**src/rtl/irq_tx_fifo.sv**
```systemverilog
// irq_tx_fifo: 16-entry tx interrupt queue; config bus push/status/flush in, tx valid/ready out, registered rdata/error back
module irq_tx_fifo #(
  parameter int DEPTH_LOG2 = 4,
  parameter int DATA_W = 14
) (
  input  logic              clk,
  input  logic              reset,
  input  logic [13:0]       config_addr,
  input  logic              config_en,
  input  logic              config_wr,
  input  logic [31:0]       config_wdata,
  input  logic              sel,
  output logic [31:0]       config_slv_rdata,
  output logic              config_slv_error,
  output logic              tx_valid,
  input  logic              tx_ready,
  output logic              tx_kind,
  output logic [DATA_W-1:0] tx_data
);
  localparam int DEPTH = 1 << DEPTH_LOG2;
  localparam int CW = DEPTH_LOG2 + 1;
  logic [DATA_W:0] mem_q [DEPTH];
  logic [DEPTH_LOG2-1:0] wr_ptr_q, wr_ptr_d, rd_ptr_q, rd_ptr_d;
  logic [CW-1:0] count_q, count_d;
  logic ovf_q, ovf_d, err_q, err_d;
  logic [31:0] rdata_q, rdata_d;
  logic [10:0] addr;
  logic access, full, empty, push, push_ok, pop, stat_rd, legal, flush;
  logic unused_bits;
  assign unused_bits = ^{config_addr[13:11], config_wdata[31:DATA_W]};
  always_comb begin
    addr = config_addr[10:0];
    access = sel & config_en;
    full = count_q == CW'(DEPTH);
    empty = count_q == '0;
    push = access & config_wr & (addr == 11'd0 | addr == 11'd1);
    stat_rd = access & !config_wr & addr == 11'd2;
    legal = push | stat_rd | (access & config_wr & addr == 11'd3);
    flush = access & config_wr & addr == 11'd3 & config_wdata[0];
    push_ok = push & !full;
    pop = !empty & tx_ready;
    wr_ptr_d = flush ? '0 : wr_ptr_q + DEPTH_LOG2'(push_ok);
    rd_ptr_d = flush ? '0 : rd_ptr_q + DEPTH_LOG2'(pop);
    count_d = flush ? '0 : count_q + CW'(push_ok) - CW'(pop);
    ovf_d = (push & full) | (ovf_q & !stat_rd);
    err_d = (access & !legal) | (push & full);
    rdata_d = stat_rd ? 32'({ovf_q, full, empty, 2'b00, count_q}) : '0;
    tx_valid = !empty;
    tx_kind = !empty & mem_q[rd_ptr_q][DATA_W];
    tx_data = empty ? '0 : mem_q[rd_ptr_q][DATA_W-1:0];
  end
  always_ff @(posedge clk or negedge reset) begin
    if (!reset) begin
      wr_ptr_q <= '0;
      rd_ptr_q <= '0;
      count_q <= '0;
      ovf_q <= 1'b0;
      err_q <= 1'b0;
      rdata_q <= '0;
    end else begin
      wr_ptr_q <= wr_ptr_d;
      rd_ptr_q <= rd_ptr_d;
      count_q <= count_d;
      ovf_q <= ovf_d;
      err_q <= err_d;
      rdata_q <= rdata_d;
    end
  end
  always_ff @(posedge clk)
    if (push_ok) mem_q[wr_ptr_q] <= {addr[0], config_wdata[DATA_W-1:0]};
  assign config_slv_rdata = rdata_q;
  assign config_slv_error = err_q;
endmodule
```
**config.mk**
```make
export PLATFORM = sky130hd
export DESIGN_NAME = irq_tx_fifo
export DESIGN_NICKNAME = d
export VERILOG_FILES = /design/src/rtl/irq_tx_fifo.sv
export SDC_FILE = /design/constraint.sdc
export NUM_CORES = 1
export LEC_CHECK = 0
export CAP_MARGIN = 20
export CORE_ASPECT_RATIO = 1.1
export CORE_MARGIN = 2
export CORE_UTILIZATION = 60
export DETAILED_ROUTE_END_ITERATION = 8
export PLACE_DENSITY = 0.88
export REMOVE_ABC_BUFFERS = 1
export SYNTH_ARGS = -nofsm -noshare
export SYNTH_HDL_FRONTEND = slang
export SYNTH_SLANG_ARGS = --single-unit
```
**constraint.sdc**
```tcl
create_clock -name clk -period 6.45 [get_ports clk]
set_input_delay 0.645 -clock clk [delete_from_list [all_inputs] [get_ports clk]]
set_output_delay 0.645 -clock clk [all_outputs]
set_load 0.02 [all_outputs]
```
**After elaboration in Yosys (flattened, before gate mapping)**

Memories as Yosys holds them, arrays and structs flattened.
Index checks and enable logic that the tools add are counted.
W data, S select, Z words.

- Bits in registers: 25
- Bits in writable memories: 240
- Input port bits: 52
- Output and inout port bits: 49
- Memories: 1

- Add/sub/neg operators: 4
- Equal/unequal tests: 4
- Mux-type cells: 7
- Bitwise operators: 18
- Reduce and logical (&&, ||, !) cells: 7

Memory list:

| memory | depth | width | rd ports | clocked after Yosys merged registers in | write ports | line | text |
|---|---|---|---|---|---|---|---|
| mem_q | 16 | 15 | 1 | 0 | 1 | 22 | `logic [DATA_W:0] mem_q [DEPTH];` |

Operators by type and width:

| kind | count |
|---|---|
| $eq A11 B2 Y1 const B | 2 |
| $mux W14 | 1 |
| $and A1 B1 Y1 | 13 |
| $eq A11 B1 Y1 const B | 1 |
| $logic_not A11 Y1 | 1 |
| $mux W10 | 1 |
| $add A4 B1 Y4 | 2 |
| $mux W4 | 2 |
| $add A5 B1 Y5 | 1 |
| $eq A5 B5 Y1 const B | 1 |
| $logic_not A1 Y1 | 5 |
| $logic_not A5 Y1 | 1 |
| $mux W5 | 1 |
| $or A1 B1 Y1 | 5 |
| $sub A5 B1 Y5 | 1 |
| $mux W1 | 2 |

**Depth between registers and ports, before layout**

Gate-level depths: netlist of run 1.

- Depth in word-level cells: 8
- Depth in mapped cells: 13

**Worst setup path before layout of run 1**

OpenSTA, ideal clock, no wires.

- Path type: input -> register
- Start point: input port config_addr[7]
- End point: memory mem_q[0][0] (netlist name) (enable)
- Library setup time: 0.431 ns
- Arrival: 3.020 ns
- Data required time: 6.019 ns
- Path slack: 2.999 ns
- Stages: 4
- Cells stage by stage: nor4_4 > and4_1 > nand2_1 > nor4b_1

- Cells in the longest elaborated chain, start to end: 6

Ends and longest elaborated chain:

| element | line | text |
|---|---|---|
| from (decl) | 8 | `input logic [13:0] config_addr,` |
| $eq A11 B1 Y1 or $logic_not A11 Y1 (tied branches) | 36 | `push = access & config_wr & (addr == 11'd0 \| addr == 11'd1);` |
| $or A1 B1 Y1 (*) | 36 |  |
| $and A1 B1 Y1 (*) | 36 |  |
| $and A1 B1 Y1 (*) | 40 | `push_ok = push & !full;` |
| $mux W1 (*) | 70 | `if (push_ok) mem_q[wr_ptr_q] <= {addr[0], config_wdata[DATA_W-1:0]};` |
| $mux W1 (implied by the code) (*) | 70 |  |
| to (decl) | 22 |  |

Every way passes the cells marked *; elsewhere a longest branch is shown, timed or not.

**Final worst setup path of run 1**

- Start point: register rd_ptr_q[0]
- End point: output port tx_data[3]

- Cells in the longest elaborated chain, start to end: 2

Ends and longest elaborated chain:

| element | line | text |
|---|---|---|
| from (decl) | 23 | `logic [DEPTH_LOG2-1:0] wr_ptr_q, wr_ptr_d, rd_ptr_q, rd_ptr_d;` |
| from (signal assigned) | 62 | `rd_ptr_q <= rd_ptr_d;` |
| $mem_v2 Z16 W15 | - |  |
| $mux W14 | 50 | `tx_data = empty ? '0 : mem_q[rd_ptr_q][DATA_W-1:0];` |
| to (decl) | 18 | `output logic [DATA_W-1:0] tx_data` |

Every way passes these cells.

==> impl_metrics.yaml, run 1 <==
run_status:
  status: "finished, final reports clean"
cts:
  cts_buffers: 26
  cts_tree: "done"
  cts_hold_buf: 0
  cts.repair.resized: 0
  insertion_delay_ns: 0.53
  cts.sinks: 263
  clkTransAtPathRegs_ns: 0.06
  h-tree-depth: 1
  post_cts_buffers: 0
  clk_path_buf_depth: 3
  cts_root_buf: "clkbuf_16"
logic_synthesis:
  synthMuxAreaShare_pct: 14.3
  synth_compound_area_share_pct: 2.41
  yosysWarnings: 0
  synthSimpleGateAreaFrac_pct: 4.08
  async_flop_share_pct: 8.75
  synth_edf_count: 240
  synth_ff_type: "edfxtp_1"
  synth_area_mm2: 0.0105
  synth_fa_ha_area_share_pct: 1.38
  ys_ff_latch: 263
  avgSynthCellArea_um2: 20.1
  synth_top_family_by_area: "multiplexers"
  synthXorXnorAreaFrac_pct: 0.500
  ys_seq_area_share_pct: 74.0
  ys_types: 45
  synthCells: 524
critical_path:
  startpoint: "rd_ptr_q[0]"
  critical_path_depth: 5
  cp_slowest_stage_delay_ns: 0.91
  critPathCapture: "tx_data[3]"
  cp_num_buf_inv: 2
  crit_chain: "buf_4, mux4_2, a22oi_1, o21ai_0, clkdlybuf4s50_1"
  cp_top_family: "buffers and inverters"
  critPathKind: "reg2out"
  r2r-start: "count_q[3]"
  arrival_ns: 3.62
  r2r_cells: 13
  cp-start-kind: "flop"
  rr_endpoint: "count_q[4]"
  endpoint_kind: "output port"
  r2r_slack_ns: 3.34
  crit_path_top_delay_cell: "dfrtp_4"
  cp.required_ns: 5.80
  crit_fanout: 37
timing:
  final-setup-viol-count: 0
  fin_worst_skew_ns: 0.00868
  worstMarginPinSlew_ns: 1.08
  drv_slew: 0
  relSlewSlack_pct: 27.5
  fin_crit_ns: 4.27
  hold_violations: 0
  fin_setup_tns_ns: 0
  fmax_mhz: 234
  post-route-period-util_pct: 66.1
  rsz0062_at_grt: "false"
floorplanning:
  die_w_um: 130
  ios: 101
  die_h_um: 143
  die_area_mm2: 0.0186
  rows: 50
  initial_core_util_pct: 61.6
  coreArea_mm2: 0.0171
hold_path:
  holdCritPathClass: "in2async"
finish:
  area_growth_pct: 17.0
  stdcell_count: 857
  finalNetCount: 666
  drive_gt1_share_pct: 22.5
  num_antenna_cells: 0
global_route:
  grt_start_max_net_pins: 39
  grt_pass1_wl_um: 34800
  gr-usage-all-layers_pct: 26.2
  first_global_vias: 5769
  antenna_found_initial: 0
  grt.overflow.total: 0
routing:
  via_per_inst: 6.36
  wl_um: 23000
  dr.pass1.iters: 5
  wl_per_cell_um: 26.9
  drc: 0
  drtAntennaViolNets: 0
  first_iter_violations: 553
  vias: 5447
flow_run:
  max-cap-violations: 0
placed_design:
  dp_cells: 808
  gp_congestion: 0.807
  hpwl_um: 12200
  io_buffer_count: 55
power:
  vdd_drop_max_mv: 0.240
  leakage_nw: 4.14
  p_per_area_mw_per_mm2: 407
  power_mw: 5.01
kinds of logic (layout without fill, tap and decap cells):
kind of cell               count (synthesis)  after routing
other                                      1             24
buffers and inverters                     60            136
adders and majority gates                 11             11
muxes                                     75             75
xor gates and xnor gates                   6              6
AOI/OAI and AO/OA                         39             39
DFF                                      263            263
and+or+nand+nor                           69             69
sequential cells by signal (all words and copies together), names as in the netlist:
name and flops:
mem_q 240, config_slv_rdata 8, count_q 5, rd_ptr_q 4
wr_ptr_q 4, config_slv_error 1, ovf_q 1
metal layers:
layer / up-vias / wire length [µm] / track usage, %
met5: - / 0 / 0
met4: 0 / 943 / 11.7
met3: 76 / 2040 / 5.17
met2: 345 / 11600 / 42.5
met1: 2791 / 8450 / 34.9
li1: 2235 / - / -
placed cells by master (no fill, tap or decap), types with 2 or more instances in the layout:
master           instances
inv_1                   11
nand2_1                  4
clkinvlp_4               3
and2_1                   2
nor3b_2                  2
nor3_2                   3
nor4_2                   3
mux2i_1                 15
xor2_1                   3
conb_1                  24
clkinv_1                 6
nand4b_1                 2
bufinv_16                6
nor4_1                   6
ha_1                    10
edfxtp_1               240
nand2b_1                 3
clkbuf_16               27
nand3_1                  4
nor2_1                  19
and4_1                   2
xnor2_1                  3
nor2b_1                  8
buf_4                   21
a21oi_1                  3
mux4_2                  60
clkinv_2                 4
nor3_1                   3
dfrtp_1                 21
clkdlybuf4s50_1         55
o21ai_0                 14
a22oi_1                 15
through the flow:
| stage | setup slack (ns) | util, % | cell area (µm²) | hold slack [ns] |
|---|---|---|---|---|
| floorplan | 2.30 | - | 10300 | 0.349 |
| global placement | 2.74 | 66.4 | 11300 | 0.538 |
| detailed placement | 2.73 | 66.4 | 11300 | 0.548 |
| CTS | 2.09 | 71.9 | 12300 | 0.562 |
| global route | 1.97 | 72.0 | 12300 | 0.331 |
| finish | 2.18 | 72.0 | 12300 | 0.347 |
cell usage after synthesis (3+ instances only):
| master | number | area, µm² |
|---|---|---|
| edfxtp_1 | 240 | 7210 |
| mux4_2 | 60 | 1350 |
| buf_4 | 29 | 218 |
| dfrtp_1 | 23 | 576 |
| nor2_1 | 19 | 71.3 |
| a22oi_1 | 15 | 113 |
| mux2i_1 | 15 | 150 |
| o21ai_0 | 14 | 70.1 |
| clkbuf_1 | 11 | 41.3 |
| inv_1 | 11 | 41.3 |
| ha_1 | 10 | 125 |
| nor4_1 | 9 | 56.3 |
| nor2b_1 | 8 | 50.1 |
| buf_2 | 6 | 30.0 |
| nor3_1 | 6 | 30.0 |
| nand2_1 | 4 | 15.0 |
| nand3_1 | 4 | 20.0 |
| a21oi_1 | 3 | 15.0 |
| nand2b_1 | 3 | 18.8 |
| xnor2_1 | 3 | 26.3 |
| xor2_1 | 3 | 26.3 |
report_power, final:
part / switching (mW) / internal, mW / leakage [nW]
registers: 0.149 / 1.89 / 2.45
logic: 0.653 / 0.681 / 1.24
clock network: 0.630 / 1.00 / 0.448
how the worst min path moves through the flow:
stage                                      to  slack [ns]   from
after detailed placement  config_slv_rdata[9]        0.55  ovf_q
after floorplan              config_slv_error        0.35  reset
after CTS                 config_slv_rdata[9]        0.56  ovf_q
final                              count_q[2]        0.35  reset
after global routing               count_q[4]        0.33  reset
after global placement    config_slv_rdata[9]        0.54  ovf_q
final cells by class:
cell class | instances | area [µm²]
Inverter | 11 | 41.3
Clock buffer | 28 | 679
Multi-Input combinational cell | 224 | 2510
Clock inverter | 20 | 254
Fill cell | 943 | 4780
Tap cell | 234 | 293
Sequential cell | 263 | 7790
Timing Repair Buffer | 77 | 736
Note: power is estimated with default switching activity, not from simulation.
==> run 2: changes to the inputs <==
Settings changed: CORE_UTILIZATION 60 to 57, PLACE_DENSITY 0.88 to 0.85.
Clock period 6.45 ns to 4.4 ns, I/O delays scaled along.
==> impl_metrics.yaml, run 2 (synthesized netlist as in run 1, its figures left out) <==
floorplanning:
  die_w_um: 134
  rows: 52
  ios: 101
  die_area_mm2: 0.0196
  die_h_um: 146
  initial_core_util_pct: 57.7
  coreArea_mm2: 0.0182
critical_path:
  critPathKind: "reg2out"
  endpoint_kind: "output port"
  arrival_ns: 3.12
  r2r_slack_ns: 1.37
  rr_endpoint: "count_q[4]"
  crit_fanout: 30
  r2r-start: "count_q[2]"
  cp-start-kind: "flop"
  r2r_cells: 13
  cp.required_ns: 3.96
cts:
  h-tree-depth: 1
  cts_hold_buf: 0
  cts.repair.resized: 0
  cts_root_buf: "clkbuf_16"
  cts.sinks: 263
  clk_path_buf_depth: 3
  cts_tree: "done"
  post_cts_buffers: 0
  clkTransAtPathRegs_ns: 0.07
  cts_buffers: 25
  insertion_delay_ns: 0.52
finish:
  final_cell_mix: "240 x edfxtp_1, 60 x mux4_2, 55 x clkdlybuf4s50_1"
  mostFrequentLayoutCell: "edfxtp_1"
  top_register: "mem_q"
  num_antenna_cells: 0
  filler_cell_count: 1107
  finalNetCount: 670
  largest_reg_flops: 240
  area_growth_pct: 15.9
  drive_gt1_share_pct: 22.3
global_route:
  grt.overflow.total: 0
  grt_pass1_wl_um: 32900
  grt_util_met1_pct: 30.6
  globalRouteMet3Util_pct: 3.78
  first_global_vias: 5674
  grt_start_max_net_pins: 31
  gr-usage-all-layers_pct: 22.6
  antenna_found_initial: 0
  busiest_layer: "met2"
  grt_use_met2_pct: 37.8
timing:
  drv_slew: 0
  final-setup-viol-count: 0
  fin_setup_tns_ns: 0
  hold_violations: 0
  rsz0062_at_grt: "false"
  post-route-period-util_pct: 80.9
  worstMarginPinSlew_ns: 0.941
  fin_worst_skew_ns: 0.0130
  postLayoutSetupSlackWorst_ns: 0.841
  relSlewSlack_pct: 37.1
  fin_crit_ns: 3.56
  fmax_mhz: 281
power:
  p_per_area_mw_per_mm2: 572
  vdd_drop_max_mv: 0.386
  leakage_nw: 4.09
  power_mw: 6.97
routing:
  wl_um: 21500
  drc: 0
  first_iter_violations: 621
  dr.pass1.iters: 4
  via_per_inst: 6.08
  drtAntennaViolNets: 0
  wl_per_cell_um: 24.8
  vias: 5273
placed_design:
  preCtsSetupSlack_ns: 0.882
  gp_congestion: 0.764
  io_buffer_count: 55
  hpwl_um: 12600
run_status:
  status: "finished, final reports clean"
flow_run:
  max-cap-violations: 0
hold_path:
  holdCritPathClass: "in2async"
==> run 2: routing by layer <==
layer	vias up	routed length [µm]
li1	2246	-
met1	2679	8420
met2	286	10800
met3	62	1550
met4	0	718
met5	-	0
==> run 2: cell type report <==
cell class	count	area [µm²]	share of cell area, %
multi-input cells	224	2510	20.6
clock inverters	17	140	1.15
well taps	243	304	2.49
repair buffers	82	773	6.34
flip-flops and latches	263	7790	63.9
clock buffers	27	633	5.19
inverters	11	41.3	0.339
==> run 2: worst max-delay path by stage <==
stage | start | to | slack [ns] | cells past startpoint
after floorplan | rd_ptr_q[0] | tx_data[0] | 0.45 | 3
after global placement | config_addr[7] | count_q[4] | 1.04 | 13
after detailed placement | config_addr[7] | count_q[4] | 0.88 | 13
after CTS | rd_ptr_q[0] | tx_data[13] | 0.76 | 5
after global routing | rd_ptr_q[0] | tx_data[3] | 0.62 | 5
final | rd_ptr_q[0] | tx_data[3] | 0.84 | 5
==> run 2: worst max-delay path, cell delays in order, from the launching register on <==
cell             delay [ns]
dfrtp_4                0.82
buf_4                  0.38
mux4_2                 0.53
a22oi_1                0.19
o21ai_0                0.11
clkdlybuf4s50_1        0.56
==> run 2: where the power goes <==
part	switching (mW)	total (mW)	internal (mW)
Combinational	0.948	1.97	1.02
Sequential	0.189	2.96	2.78
Clock	0.884	2.04	1.16
Total	2.02	6.97	4.95
==> run 2: per-stage QoR <==
step | utilization (%) | hold slack, ns | cell area, µm² | cells
final | 66.9 | 0.241 | 12200 | 867
after global routing | 66.9 | 0.267 | 12200 | 867
after CTS | 66.8 | 0.510 | 12200 | 866
after detailed placement | 62.6 | 0.568 | 11400 | 822
after global placement | 62.6 | 0.543 | 11400 | 822
after floorplan | - | 0.144 | 10300 | 498
==> run 3: changes to the inputs <==
Clock period 4.4 ns to 3.5 ns, I/O delays scaled along.
==> impl_metrics.yaml, run 3 (synthesized netlist as in run 1, its figures left out) <==
run_status:
  status: "finished, final reports clean"
critical_path:
  cp.required_ns: 3.15
  r2r_slack_ns: 0.66
  rr_endpoint: "count_q[4]"
  critPathCapture: "tx_data[0]"
  endpoint_kind: "output port"
  crit_fanout: 15
  startpoint: "count_q[3]"
  critPathKind: "reg2out"
  r2r_cells: 13
  r2r-start: "count_q[3]"
  arrival_ns: 2.91
  cp-start-kind: "flop"
timing:
  hold_violations: 0
  fin_crit_ns: 3.26
  relSlewSlack_pct: 59.4
  rsz0062_at_grt: "false"
  hold-worst-slack_ns: 0.185
  post-route-period-util_pct: 93.1
  final-setup-viol-count: 0
  fmax_mhz: 307
  worstMarginPinSlew_ns: 0.607
  drv_slew: 0
  fin_worst_skew_ns: 0.0221
floorplanning:
  die_w_um: 134
  die_area_mm2: 0.0196
  ios: 101
  rows: 52
  die_h_um: 146
  coreArea_mm2: 0.0182
  initial_core_util_pct: 57.7
finish:
  finalNetCount: 677
  num_antenna_cells: 0
  area_growth_pct: 16.2
  top_register: "mem_q"
  filler_cell_count: 1112
  largest_reg_flops: 240
  utilization_pct: 67.1
  mostFrequentLayoutCell: "edfxtp_1"
  final_cell_mix: "240 x edfxtp_1, 60 x mux4_2, 55 x clkdlybuf4s50_1"
  drive_gt1_share_pct: 23.7
cts:
  cts_hold_buf: 0
  insertion_delay_ns: 0.52
  cts.sinks: 263
  cts.repair.resized: 0
  clk_path_buf_depth: 3
  cts_buffers: 25
  cts_tree: "done"
  cts_root_buf: "clkbuf_16"
  post_cts_buffers: 0
  clkTransAtPathRegs_ns: 0.06
  h-tree-depth: 1
routing:
  wl_per_cell_um: 25.1
  wl_um: 21900
  dr.pass1.iters: 5
  first_iter_violations: 651
  vias: 5360
  via_per_inst: 6.14
  drtAntennaViolNets: 0
  drc: 0
global_route:
  first_global_vias: 5605
  grt_start_max_net_pins: 41
  grt.overflow.total: 0
  antenna_found_initial: 0
  grt_pass1_wl_um: 33100
  gr-usage-all-layers_pct: 22.9
power:
  vdd_drop_max_mv: 0.620
  leakage_nw: 4.11
  p_per_area_mw_per_mm2: 710
placed_design:
  gp_congestion: 0.770
  io_buffer_count: 55
  hpwl_um: 12300
flow_run:
  max-cap-violations: 0
hold_path:
  holdCritPathClass: "in2async"
run 3: changes by cell type in the layout (fill, tap and decap cells not counted), sizes merged:
cell      previous run  this run
buf                 27        34
bufinv               2         1
clkbuf              27        26
clkinvlp             1         4
inv                 14        12
run 3: area by class of cell:
cell class	instances	area (µm²)	area share [%]
clock inverter	17	126	1.03
tap	243	304	2.49
timing repair buffer	89	826	6.75
clock buffer	26	629	5.15
inverter	11	41.3	0.338
sequential	263	7790	63.7
multi-input combinational	224	2510	20.5
run 3: critical path, cell delays in order, from the launching register on:
cell and delay [ns]:
dfrtp_1 0.39, inv_1 0.12, ha_1 0.20, nor4b_4 0.36, nor2_1 0.09, buf_4 0.23, a22oi_1 0.23, o21ai_0 0.18
clkdlybuf4s50_1 0.59
run 3: per-layer routing:
layer	GRT usage, %	wire length (µm)
met1	31.0	8340
met2	38.5	11100
met3	4.13	1880
met4	7.18	573
met5	0	0
run 3: worst min-delay path by stage:
stage | from | endpoint
2_1_floorplan | reset | config_slv_error
3_3_place_gp | ovf_q | config_slv_rdata[9]
3_5_place_dp | ovf_q | config_slv_rdata[9]
4_1_cts | reset | config_slv_rdata[3]
5_1_grt | reset | count_q[2]
6_report | reset | config_slv_rdata[3]
run 3: metrics by stage:
step                cell area [µm²]  setup WS (ns)  power (mW)  TNS (ns)  cells
global placement              11500          0.389        6.17         0    829
detailed placement            11500          0.312        6.23         0    829
global route                  12200         0.0514        9.02         0    873
floorplan                     10300         -0.358        5.41     -5.29    498
CTS                           12200          0.181        8.74         0    872
finish                        12200          0.240        8.68         0    873
run 3: report_power, final:
part / total, mW / switching (mW) / internal, mW
logic: 2.62 / 1.34 / 1.28
clock network: 2.50 / 1.11 / 1.38
registers: 3.57 / 0.0742 / 3.49
